<file path="config.mk">
export PLATFORM = sky130hd
export DESIGN_NAME = adder4bit
export DESIGN_NICKNAME = d
export VERILOG_FILES = /design/src/rtl/adder4bit_pkg.sv /design/src/rtl/adder4bit_cla4.sv /design/src/rtl/adder4bit.sv
export SDC_FILE = /design/constraint.sdc
export NUM_CORES = 1
export LEC_CHECK = 0
export ABC_AREA = 1
export BUFFER_PORTS_ARGS = -buffer_cell sky130_fd_sc_hd__buf_2
export CORE_MARGIN = 2
export CORE_UTILIZATION = 28
export CTS_BUF_LIST = sky130_fd_sc_hd__clkbuf_8
export CTS_CLUSTER_DIAMETER = 100
export DETAILED_ROUTE_END_ITERATION = 8
export PLACE_DENSITY_LB_ADDON = 0.25
export REMOVE_ABC_BUFFERS = 1
export SKIP_LAST_GASP = 1
export SYNTH_ARGS = -nofsm -noshare
export SYNTH_HDL_FRONTEND = slang
export SYNTH_HIERARCHICAL = 1
export SYNTH_SLANG_ARGS = --single-unit
</file>
<file path="constraint.sdc">
create_clock -name clk -period 0.8 [get_ports clk]
set_input_delay 0.08 -clock clk [delete_from_list [all_inputs] [get_ports clk]]
set_output_delay 0.08 -clock clk [all_outputs]
set_load 0.02 [all_outputs]
</file>
<file path="src/rtl/adder4bit_pkg.sv">
// adder4bit_pkg: shared constants and result type for the
// registered 4-bit carry-lookahead adder.
package adder4bit_pkg;

  localparam int WIDTH_DEF = 4;

  typedef struct packed {
    logic       cout;
    logic [3:0] sum;
  } res_t;

endpackage

</file>
<file path="src/rtl/adder4bit_cla4.sv">
// cla4: combinational 4-bit carry-lookahead adder.
// In: a, b, cin. Out: sum, cout, c3 (carry into bit 3).
module cla4
  import adder4bit_pkg::*;
(
  input  logic [3:0] a,
  input  logic [3:0] b,
  input  logic       cin,
  output logic [3:0] sum,
  output logic       cout,
  output logic       c3
);

  logic [3:0] g;
  logic [3:0] p;
  logic [3:0] c;

  assign g = a & b;
  assign p = a ^ b;

  // Each carry is flattened to two logic levels from p/g/cin.
  assign c[0] = cin;
  assign c[1] = g[0]
              | (p[0] & cin);
  assign c[2] = g[1]
              | (p[1] & g[0])
              | (p[1] & p[0] & cin);
  assign c[3] = g[2]
              | (p[2] & g[1])
              | (p[2] & p[1] & g[0])
              | (p[2] & p[1] & p[0] & cin);
  assign cout = g[3]
              | (p[3] & g[2])
              | (p[3] & p[2] & g[1])
              | (p[3] & p[2] & p[1] & g[0])
              | (p[3] & p[2] & p[1] & p[0] & cin);

  assign sum = p ^ c;
  assign c3  = c[3];

endmodule

</file>
<file path="src/rtl/adder4bit.sv">
// adder4bit: 1-cycle registered a+b+cin with valid pipeline.
// Ports: clk, rst_n, a, b, cin, sum, cout, in_valid, out_valid,
// plus ovf/zero when ADDER4BIT_FLAGS_EN is defined.
module adder4bit
  import adder4bit_pkg::*;
#(
  parameter int WIDTH = WIDTH_DEF
) (
  input  logic             clk,
  input  logic             rst_n,
  input  logic [WIDTH-1:0] a,
  input  logic [WIDTH-1:0] b,
  input  logic             cin,
  output logic [WIDTH-1:0] sum,
  output logic             cout,
  input  logic             in_valid,
  output logic             out_valid
`ifdef ADDER4BIT_FLAGS_EN
  ,
  output logic             ovf,
  output logic             zero
`endif
);

  res_t res_d;
  res_t res_q;
  logic vld_q;

`ifdef ADDER4BIT_FLAGS_EN
  logic c3;
  logic ovf_q;
  logic zero_q;

  cla4 u_cla (
    .a    (a),
    .b    (b),
    .cin  (cin),
    .sum  (res_d.sum),
    .cout (res_d.cout),
    .c3   (c3)
  );
`else
  cla4 u_cla (
    .a    (a),
    .b    (b),
    .cin  (cin),
    .sum  (res_d.sum),
    .cout (res_d.cout),
    .c3   ()
  );
`endif

  // Result registers only load on valid, so operand
  // values while idle never reach the outputs.
  always_ff @(posedge clk or negedge rst_n) begin
    if (!rst_n) begin
      res_q <= '0;
      vld_q <= 1'b0;
    end else begin
      vld_q <= in_valid;
      if (in_valid) res_q <= res_d;
    end
  end

`ifdef ADDER4BIT_FLAGS_EN
  always_ff @(posedge clk or negedge rst_n) begin
    if (!rst_n) begin
      ovf_q  <= 1'b0;
      zero_q <= 1'b0;
    end else if (in_valid) begin
      ovf_q  <= c3 ^ res_d.cout;
      zero_q <= (res_d.sum == 4'd0);
    end
  end

  assign ovf  = ovf_q;
  assign zero = zero_q;
`endif

  assign sum       = res_q.sum;
  assign cout      = res_q.cout;
  assign out_valid = vld_q;

endmodule

</file>
==> metrics.md, run 1 <==
| Metric | Value |
|---|---|
| Worst hold path type | `in -> reg` |
| Wire per inst | `9.49 um` |
| Register area share after synthesis | `36.9%` |
| Maximum fanout along the worst path | `2` |
| Die width | `42.1 um` |
| Final hold violations | `0` |
| Critical path type | `in -> reg` |
| Critical path arrival | `0.94 ns` |
| Diode count | `0` |
| Layout overhead on the synthesized area | `77.5%` |
| Worst-Margin Slew | `0.136 ns` |
| Worst r2r path cells | `3` |
| Commonest non-fill, non-tap cell in the layout | `nand2_1` |
| Leak Pwr | `0.391 nW` |
| FF+latch area | `150 um2` |
| Dpl cells | `89` |
| Final non-filler cell total | `94` |
| Hpwl dp | `656 um` |
| Final setup violation count | `6` |
| # nets final | `98` |
| Vias | `411` |
| DRC errors left | `0` |
| Antenna violations before repair | `0` |
| Clock buffer count from CTS | `3` |
| Setup ws final | `-0.0316 ns` |
| RePlAce Congestion | `0.664` |
| Gr usage total | `11.9%` |
| Core area | `0.00133 mm2` |
| Synth Area in Compound Gates | `1.23%` |
| Min-delay src | `in_valid` |
| Largest family of logic cells by synthesized area | `simple AND/OR/NAND/NOR gates` |
| Number of global-route vias before repair | `413` |
| Worst-path clk slew | `0.04 ns` |
| Share of cells above drive strength 1 | `46.8%` |
| Worst-skew pair later-pin latency | `0.22 ns` |
| Synth Cell Area | `407 um2` |
| Reg2Reg Setup Slack | `0.08 ns` |
| Initial core utilization | `30.5%` |
| Highest Clock Rate | `1200 MHz` |
| Max Cap Viol | `0` |
| Area occupied by multi-input gates | `277 um2` |
| Synth Area in XOR/XNOR | `2.15%` |
| Yosys warns | `6` |
| RR Startpoint | `sum[0]` |
| Status | `finished with violations` |
| Largest net degree at the start of global routing | `8` |
| First-pass GRT wire length | `1580 um` |
| Htree depth | `1` |
| Commonest cells after routing, fill and taps aside | `nand2_1, buf_6, buf_2` |
| Vias/cell | `4.37` |
| Die H | `42.1 um` |
| Library cells used by synthesis | `13` |
| Slew HR | `90.9%` |
| Tmin final | `0.832 ns` |
| Post-synthesis adder-cell area fraction | `17.2%` |
| Skew final | `0 ns` |
| Worst path required time | `0.91 ns` |
| Final Max Tran Viols | `0` |
| Pre-Repair DR Iteration Count | `5` |
| Ports | `18` |
| Num rows | `13` |
| Routed WL | `892 um` |
| Fill count | `131` |
| Die area | `0.00177 mm2` |
| Min-Delay Path Depth | `1` |
| Post-Synth Simple-Gate Area | `35.1%` |
| CTS max path bufs | `2` |
| Syn Inst Count | `53` |
| Crit end category | `flip-flop` |
| FF-to-FF End | `sum[0]` |
| Clk sink count | `6` |
| Startpoint types | `primary input` |
| Min-Delay Endpoint | `out_valid` |
| Failing checks | `setup timing` |
| CTS tree | `done` |
| IO Port Bufs | `17` |
| PwrDens | `1770 mW/mm2` |
| Antenna Nets Post-Route | `0` |
| Period utilization | `104%` |
| Initial drt markers | `9` |
| VDD IR max | `0.704 mV` |
| Mux cell area share after synthesis | `0%` |
| Final Util | `54.1%` |
| GRT overflow | `0` |
| Unrepaired setup endpoints after global routing | `yes` |
| Mean post-synth cell area | `7.67 um2` |
| Synthesized flop and latch total | `6` |
| Root Driver | `clkbuf_8` |
==> power breakdown <==
part / switching [W] / internal (W) / total, W
combinational: 0.000215 / 0.000242 / 0.000457
sequential: 0.0000288 / 0.000349 / 0.000377
clock: 0.000118 / 0.000322 / 0.000440
==> layout make-up <==
class	instances	share of cell area, %
inverters	8	4.51
repair buffers	23	28.1
well taps	15	2.60
clock buffers	3	5.72
flip-flops and latches	6	20.8
multi-input cells	39	38.3
==> cells in the mapped netlist <==
library cell / number / area share [%]
nand2_1: 20 / 18
inv_1: 7 / 6.5
dfrtp_1: 6 / 37
ha_1: 4 / 12
nand2_2: 4 / 6.2
nand3_1: 4 / 4.9
nand4_1: 2 / 3.1
a21oi_1: 1 / 1.2
fa_1: 1 / 4.9
inv_2: 1 / 0.92
nor2_1: 1 / 0.92
or2_1: 1 / 1.5
xnor2_1: 1 / 2.2
==> layer usage <==
layer	up-vias	share of wire, %	global-route usage [%]
met5	-	0	0
met4	0	0	5.63
met3	0	7.4	3.88
met2	17	53	21.9
met1	176	40	11.8
li1	218	-	-
==> kinds of logic after synthesis <==
logic type                 Yosys count
DFF                                  6
adders and majority gates            5
and+or+nand+nor                     32
xor gates and xnor gates             1
AOI/OAI and AO/OA                    1
buffers and inverters                8
==> state kept, by name, indices dropped and copies added (netlist names) <==
| signal | flops |
|---|---|
| out_valid | 1 |
| sum | 4 |
| cout | 1 |
==> repair_timing <==
item                                    in CTS  in global routing
pin swaps                                    7                  3
endpoints found under the setup margin       9                 11
hold endpoints to repair                     6                  0
hold buffers                                 1                  0
setup buffers                                0                  1
gates resized for setup                     18                  9
==> stage by stage <==
step	instance area [um2]	setup TNS [ns]	worst slack [ns]	hold WS [ns]	total power (W)
2_1_floorplan	407	-0.638	-0.250	-0.216	0.000578
3_3_place_gp	541	-1.28	-0.340	-0.0948	0.000697
3_5_place_dp	541	-1.31	-0.368	-0.0907	0.000704
4_1_cts	676	-0.116	-0.0298	0.0619	0.00125
5_1_grt	722	-0.342	-0.0837	0.0697	0.00136
6_report	722	-0.0816	-0.0316	0.0692	0.00127
==> worst max path at each step <==
stage               startpoint     end  slack (ns)  cells after the start
floorplan                 a[2]  sum[3]       -0.25                      8
global placement          a[2]  sum[3]       -0.34                      9
detailed placement        a[2]  sum[3]       -0.37                      9
CTS                     sum[1]  sum[1]       -0.03                      1
global route              b[2]  sum[3]       -0.08                      9
finish                    b[2]  sum[3]       -0.03                      9
==> worst max-delay path, cell delays in order <==
cell and delay (ns):
buf_6 0.10, ha_4 0.23, or2_1 0.21, nand2_2 0.07
nand2_2 0.05, nand2_2 0.05, nand2_1 0.05, nand2_1 0.06
nand2_1 0.04
No activity file was read; power rests on OpenSTA's default activity.
==> run 2: changes to the inputs <==
--- a/config.mk
+++ b/config.mk
@@ -7,6 +7,8 @@
 export LEC_CHECK = 0
 export ABC_AREA = 1
 export BUFFER_PORTS_ARGS = -buffer_cell sky130_fd_sc_hd__buf_2
+export CELL_PAD_IN_SITES_DETAIL_PLACEMENT = 0
+export CELL_PAD_IN_SITES_GLOBAL_PLACEMENT = 1
 export CORE_MARGIN = 2
 export CORE_UTILIZATION = 28
 export CTS_BUF_LIST = sky130_fd_sc_hd__clkbuf_8
==> metrics.md, run 2 (synthesized netlist as in run 1, its figures left out) <==
| Metric | Value |
|---|---|
| Unrepaired setup endpoints after global routing | `yes` |
| Clk sink count | `6` |
| Diode count | `0` |
| Setup ws final | `-0.0389 ns` |
| # nets final | `101` |
| Worst r2r path cells | `3` |
| Final setup violation count | `6` |
| Min-Delay Endpoint | `out_valid` |
| Min-delay src | `in_valid` |
| Reg2Reg Setup Slack | `0.08 ns` |
| Cell area after placement | `541 um2` |
| Initial core utilization | `30.5%` |
| VDD IR max | `0.575 mV` |
| Met3 WL | `50 um` |
| Antenna Nets Post-Route | `0` |
| Switching power | `0.000354 W` |
| Vias/cell | `4.40` |
| Share of cells above drive strength 1 | `48.8%` |
| Final non-filler cell area | `737 um2` |
| FF-to-FF End | `sum[0]` |
| RePlAce Congestion | `0.677` |
| Max FFs per register | `4` |
| DRC errors left | `0` |
| Cell with the largest stage delay on the worst path | `ha_4` |
| Critical path arrival | `0.95 ns` |
| Crit end category | `flip-flop` |
| Skew final | `0 ns` |
| PwrDens | `1750 mW/mm2` |
| Die width | `42.1 um` |
| CP cell instances | `buf_6 > ha_4 > or2_1 > nand2_2 > nand2_2 > nand2_2 > nand2_1 > nand2_1 > nand2_1` |
| Hpwl dp | `643 um` |
| Htree depth | `1` |
| Final Max Tran Viols | `0` |
| Initial drt markers | `4` |
| Tot Pwr | `0.00129 W` |
| Ports | `18` |
| Switching share of power | `27.5%` |
| Leak Pwr | `0.394 nW` |
| WL met1 | `354 um` |
| Max Used Layer | `met4` |
| Root Driver | `clkbuf_8` |
| Core area | `0.00133 mm2` |
| Comb power frac | `36.8%` |
| First-pass GRT wire length | `1370 um` |
| Worst-path clk slew | `0.03 ns` |
| Routed WL | `815 um` |
| Num rows | `13` |
| CTS max path bufs | `2` |
| Worst-Margin Slew | `0.141 ns` |
| CP max stage delay | `0.23 ns` |
| IO Port Bufs | `17` |
| CTS tree | `done` |
| Status | `finished with violations` |
| Worst path bufs/invs | `1` |
| Vias | `427` |
| Maximum fanout along the worst path | `2` |
| Commonest cells after routing, fill and taps aside | `nand2_1, buf_6, buf_4` |
| Largest net degree at the start of global routing | `8` |
| Internal power | `0.000932 W` |
| Die H | `42.1 um` |
| Highest Clock Rate | `1190 MHz` |
| Slew HR | `90.6%` |
| Period utilization | `105%` |
| Failing checks | `setup timing` |
| Worst hold path type | `in -> reg` |
| Final hold violations | `0` |
| Worst path required time | `0.91 ns` |
| Die area | `0.00177 mm2` |
| Antenna violations before repair | `0` |
| GRT overflow | `0` |
| Startpoint types | `primary input` |
| Max Cap Viol | `0` |
| Layout overhead on the synthesized area | `81.2%` |
| Top delay family on crit path | `simple AND/OR/NAND/NOR gates` |
| DR WL met2 | `395 um` |
| Tmin final | `0.839 ns` |
| Reg power frac | `29.3%` |
| Commonest non-fill, non-tap cell in the layout | `nand2_1` |
| Gr usage total | `10.2%` |
| Pre-Repair DR Iteration Count | `2` |
| Min-Delay Path Depth | `1` |
| Number of global-route vias before repair | `363` |
| Clock buffer count from CTS | `3` |
| Clock power share | `33.9%` |
| Worst-skew pair later-pin latency | `0.22 ns` |
| Wire per inst | `8.40 um` |
| RR Startpoint | `sum[0]` |
| Critical path type | `in -> reg` |
-- run 2: area by class of cell --
type	instances	area, um2
Clock buffer	3	41.3
Fill cell	123	597
Inverter	8	30.0
Multi-Input combinational cell	39	279
Sequential cell	6	150
Tap cell	15	18.8
Timing Repair Buffer	26	218
-- run 2: layer usage --
layer / track usage (%) / vias to the layer above
met4: 7.50 / 0
met2: 15.9 / 17
met5: 0 / -
li1: - / 226
met3: 2.59 / 2
met1: 11.9 / 182
-- run 2: worst max-delay path by stage --
stage | startpoint | to | cells after the start | slack [ns]
3_3_place_gp | a[2] | sum[3] | 9 | -0.35
2_1_floorplan | a[2] | sum[3] | 8 | -0.25
4_1_cts | b[2] | sum[3] | 9 | -0.03
5_1_grt | a[2] | sum[3] | 9 | -0.09
6_report | a[2] | sum[3] | 9 | -0.04
3_5_place_dp | a[2] | sum[3] | 9 | -0.36
-- run 2: repair_timing --
item | CTS | global route
hold endpoints to repair | 6 | 0
hold buffers | 1 | 0
setup endpoints to repair | 8 | 11
setup buffers | 2 | 2
pin swaps | 7 | 7
gates resized for setup | 14 | 11
-- run 2: per-stage QoR --
step / hold slack, ns / worst slack, ns / instances / setup TNS, ns / utilization, %
after floorplan: -0.216 / -0.250 / 53 / -0.638 / -
after global placement: -0.0952 / -0.350 / 89 / -1.32 / 40.5
after detailed placement: -0.0935 / -0.358 / 89 / -1.33 / 40.5
after CTS: 0.0629 / -0.0309 / 95 / -0.109 / 50.5
after global routing: 0.0691 / -0.0924 / 97 / -0.250 / 55.3
final: 0.0630 / -0.0389 / 97 / -0.0771 / 55.3
-- run 2: power groups by stage --
stage / Combinational [W] / Sequential [W] / Clock (W)
after floorplan: 0.000151 / 0.000427 / 0
after global placement: 0.000333 / 0.000367 / 0
after detailed placement: 0.000335 / 0.000370 / 0
after CTS: 0.000428 / 0.000376 / 0.000448
after global routing: 0.000525 / 0.000381 / 0.000464
final: 0.000474 / 0.000376 / 0.000436
-- run 2: worst register-to-register path: stages (launching register included) --
cell and delay, ns:
dfrtp_1 0.38, buf_4 0.13, nand2_1 0.05, nand2_1 0.04
==> run 3: changes to the inputs <==
--- a/config.mk
+++ b/config.mk
@@ -14,9 +14,10 @@
 export CTS_BUF_LIST = sky130_fd_sc_hd__clkbuf_8
 export CTS_CLUSTER_DIAMETER = 100
 export DETAILED_ROUTE_END_ITERATION = 8
-export PLACE_DENSITY_LB_ADDON = 0.25
+export PLACE_DENSITY_LB_ADDON = 0.08
 export REMOVE_ABC_BUFFERS = 1
 export SKIP_LAST_GASP = 1
+export SLEW_MARGIN = 10
 export SYNTH_ARGS = -nofsm -noshare
 export SYNTH_HDL_FRONTEND = slang
 export SYNTH_HIERARCHICAL = 1
==> metrics.md, run 3 (synthesized netlist as in run 1, its figures left out) <==
| Metric | Value |
|---|---|
| Top delay family on crit path | `simple AND/OR/NAND/NOR gates` |
| # nets final | `98` |
| Die H | `42.1 um` |
| Root Driver | `clkbuf_8` |
| Highest Clock Rate | `1220 MHz` |
| Skew final | `0 ns` |
| Max FFs per register | `4` |
| IO Port Bufs | `17` |
| CTS max path bufs | `2` |
| Gr usage total | `11.4%` |
| PwrDens | `1770 mW/mm2` |
| CP max stage delay | `0.26 ns` |
| Comb power frac | `35.4%` |
| Critical path type | `in -> reg` |
| RePlAce Congestion | `0.635` |
| Clock buffer count from CTS | `3` |
| Slew HR | `90.9%` |
| Initial core utilization | `30.5%` |
| Final setup violation count | `6` |
| Critical path arrival | `0.93 ns` |
| Worst-path clk slew | `0.03 ns` |
| Setup TNS | `-0.0520 ns` |
| Worst hold path type | `in -> reg` |
| Switching share of power | `27.8%` |
| Pre-CTS WS | `-0.344 ns` |
| Startpoint types | `primary input` |
| Clk sink count | `6` |
| Worst-skew pair later-pin latency | `0.22 ns` |
| Final Max Tran Viols | `0` |
| Layout overhead on the synthesized area | `74.8%` |
| Crit end category | `flip-flop` |
| Max Cap Viol | `0` |
| Ports | `18` |
| Largest net degree at the start of global routing | `8` |
| Status | `finished with violations` |
| DRC errors left | `0` |
| Fill count | `130` |
| Share of cells above drive strength 1 | `46.8%` |
| Final hold violations | `0` |
| VDD IR max | `0.665 mV` |
| Pre-Repair DR Iteration Count | `2` |
| Vias/cell | `4.30` |
| First-pass GRT wire length | `1480 um` |
| Worst path bufs/invs | `2` |
| Dpl cells | `89` |
| Clock power share | `34.7%` |
| Final Util | `53.3%` |
| Switching power | `0.000350 W` |
| Period utilization | `102%` |
| Final non-filler cell total | `94` |
| Worst path most repeated cell | `nand2_1` |
| Die area | `0.00177 mm2` |
| Maximum fanout along the worst path | `4` |
| GRT overflow | `0` |
| Internal power | `0.000907 W` |
| CP cell instances | `buf_2 > ha_4 > buf_6 > nand4_1 > nand3_1 > nand2_1 > nand2_1 > nand2_1` |
| Leak Pwr | `0.381 nW` |
| Antenna violations before repair | `0` |
| Wire per inst | `9.34 um` |
| Setup ws final | `-0.0192 ns` |
| Failing checks | `setup timing` |
| Commonest cells after routing, fill and taps aside | `nand2_1, buf_6, buf_2` |
| Routed WL | `878 um` |
| Worst path required time | `0.91 ns` |
| CTS tree | `done` |
| Die width | `42.1 um` |
| Diode count | `0` |
| Reg power frac | `29.9%` |
| Num rows | `13` |
| Hpwl dp | `669 um` |
| Tot Pwr | `0.00126 W` |
| FF+latch area | `150 um2` |
| Htree depth | `1` |
| Area occupied by multi-input gates | `272 um2` |
| Vias | `404` |
| Cell with the largest stage delay on the worst path | `ha_4` |
| Number of global-route vias before repair | `394` |
| Tmin final | `0.819 ns` |
| Antenna Nets Post-Route | `0` |
| Initial drt markers | `3` |
| Core area | `0.00133 mm2` |
| Commonest non-fill, non-tap cell in the layout | `nand2_1` |
| Worst-Margin Slew | `0.136 ns` |
| Unrepaired setup endpoints after global routing | `yes` |
run 3: cell count changes in the layout (fill, tap and decap cells not counted), sizes merged:
cell  delta
buf      -3
run 3: worst paths after layout:
check                      startpoint   endpoint  slack [ns]  cells after the start
max                              b[2]     sum[3]       -0.02                      8
max reg2reg                    sum[2]     sum[2]        0.08                      3
min reg2reg                    sum[1]     sum[1]        0.49                      2
min in group asynchronous       rst_n  out_valid        0.22                      2
max in group asynchronous       rst_n     sum[3]        0.45                      2
min                          in_valid  out_valid        0.07                      1
run 3: worst reg2reg max path: stages, from the launching register on:
cell	delay (ns)
dfrtp_1	0.38
buf_4	0.14
nand2_1	0.05
nand2_1	0.04
run 3: final cells by class:
type                       instances  share of cell area (%)
multi-input combinational         39                    38.2
timing repair buffer              23                    27.6
sequential                         6                    21.1
clock buffer                       3                    5.81
inverter                           8                    4.58
tap                               15                    2.64
run 3: timing repair:
item | in CTS | in global routing
hold endpoints to repair | 6 | 0
buffers inserted | 0 | 1
gates resized for setup | 17 | 8
endpoints found under the setup margin | 9 | 10
hold buffers | 1 | 0
pin swaps | 4 | 2
run 3: power by group through the flow:
stage | clock network (W) | registers [W] | logic [W]
after floorplan | 0 | 0.000427 | 0.000151
after global placement | 0 | 0.000367 | 0.000333
after detailed placement | 0 | 0.000369 | 0.000334
after CTS | 0.000458 | 0.000376 | 0.000415
after global routing | 0.000470 | 0.000384 | 0.000495
final | 0.000436 | 0.000376 | 0.000444
run 3: stage by stage:
stage / hold slack [ns] / cell area [um2]
final: 0.0687 / 711
after detailed placement: -0.0944 / 541
after global placement: -0.0936 / 541
after global routing: 0.0672 / 711
after floorplan: -0.216 / 407
after CTS: 0.0631 / 669
run 3: metal layers:
| layer | vias to the layer above | part of all wire (%) | GRT usage (%) |
|---|---|---|---|
| met3 | 0 | 7.3 | 3.88 |
| met5 | - | 0 | 0 |
| met4 | 0 | 0 | 7.50 |
| met2 | 14 | 51 | 19.4 |
| li1 | 217 | - | - |
| met1 | 173 | 42 | 11.9 |
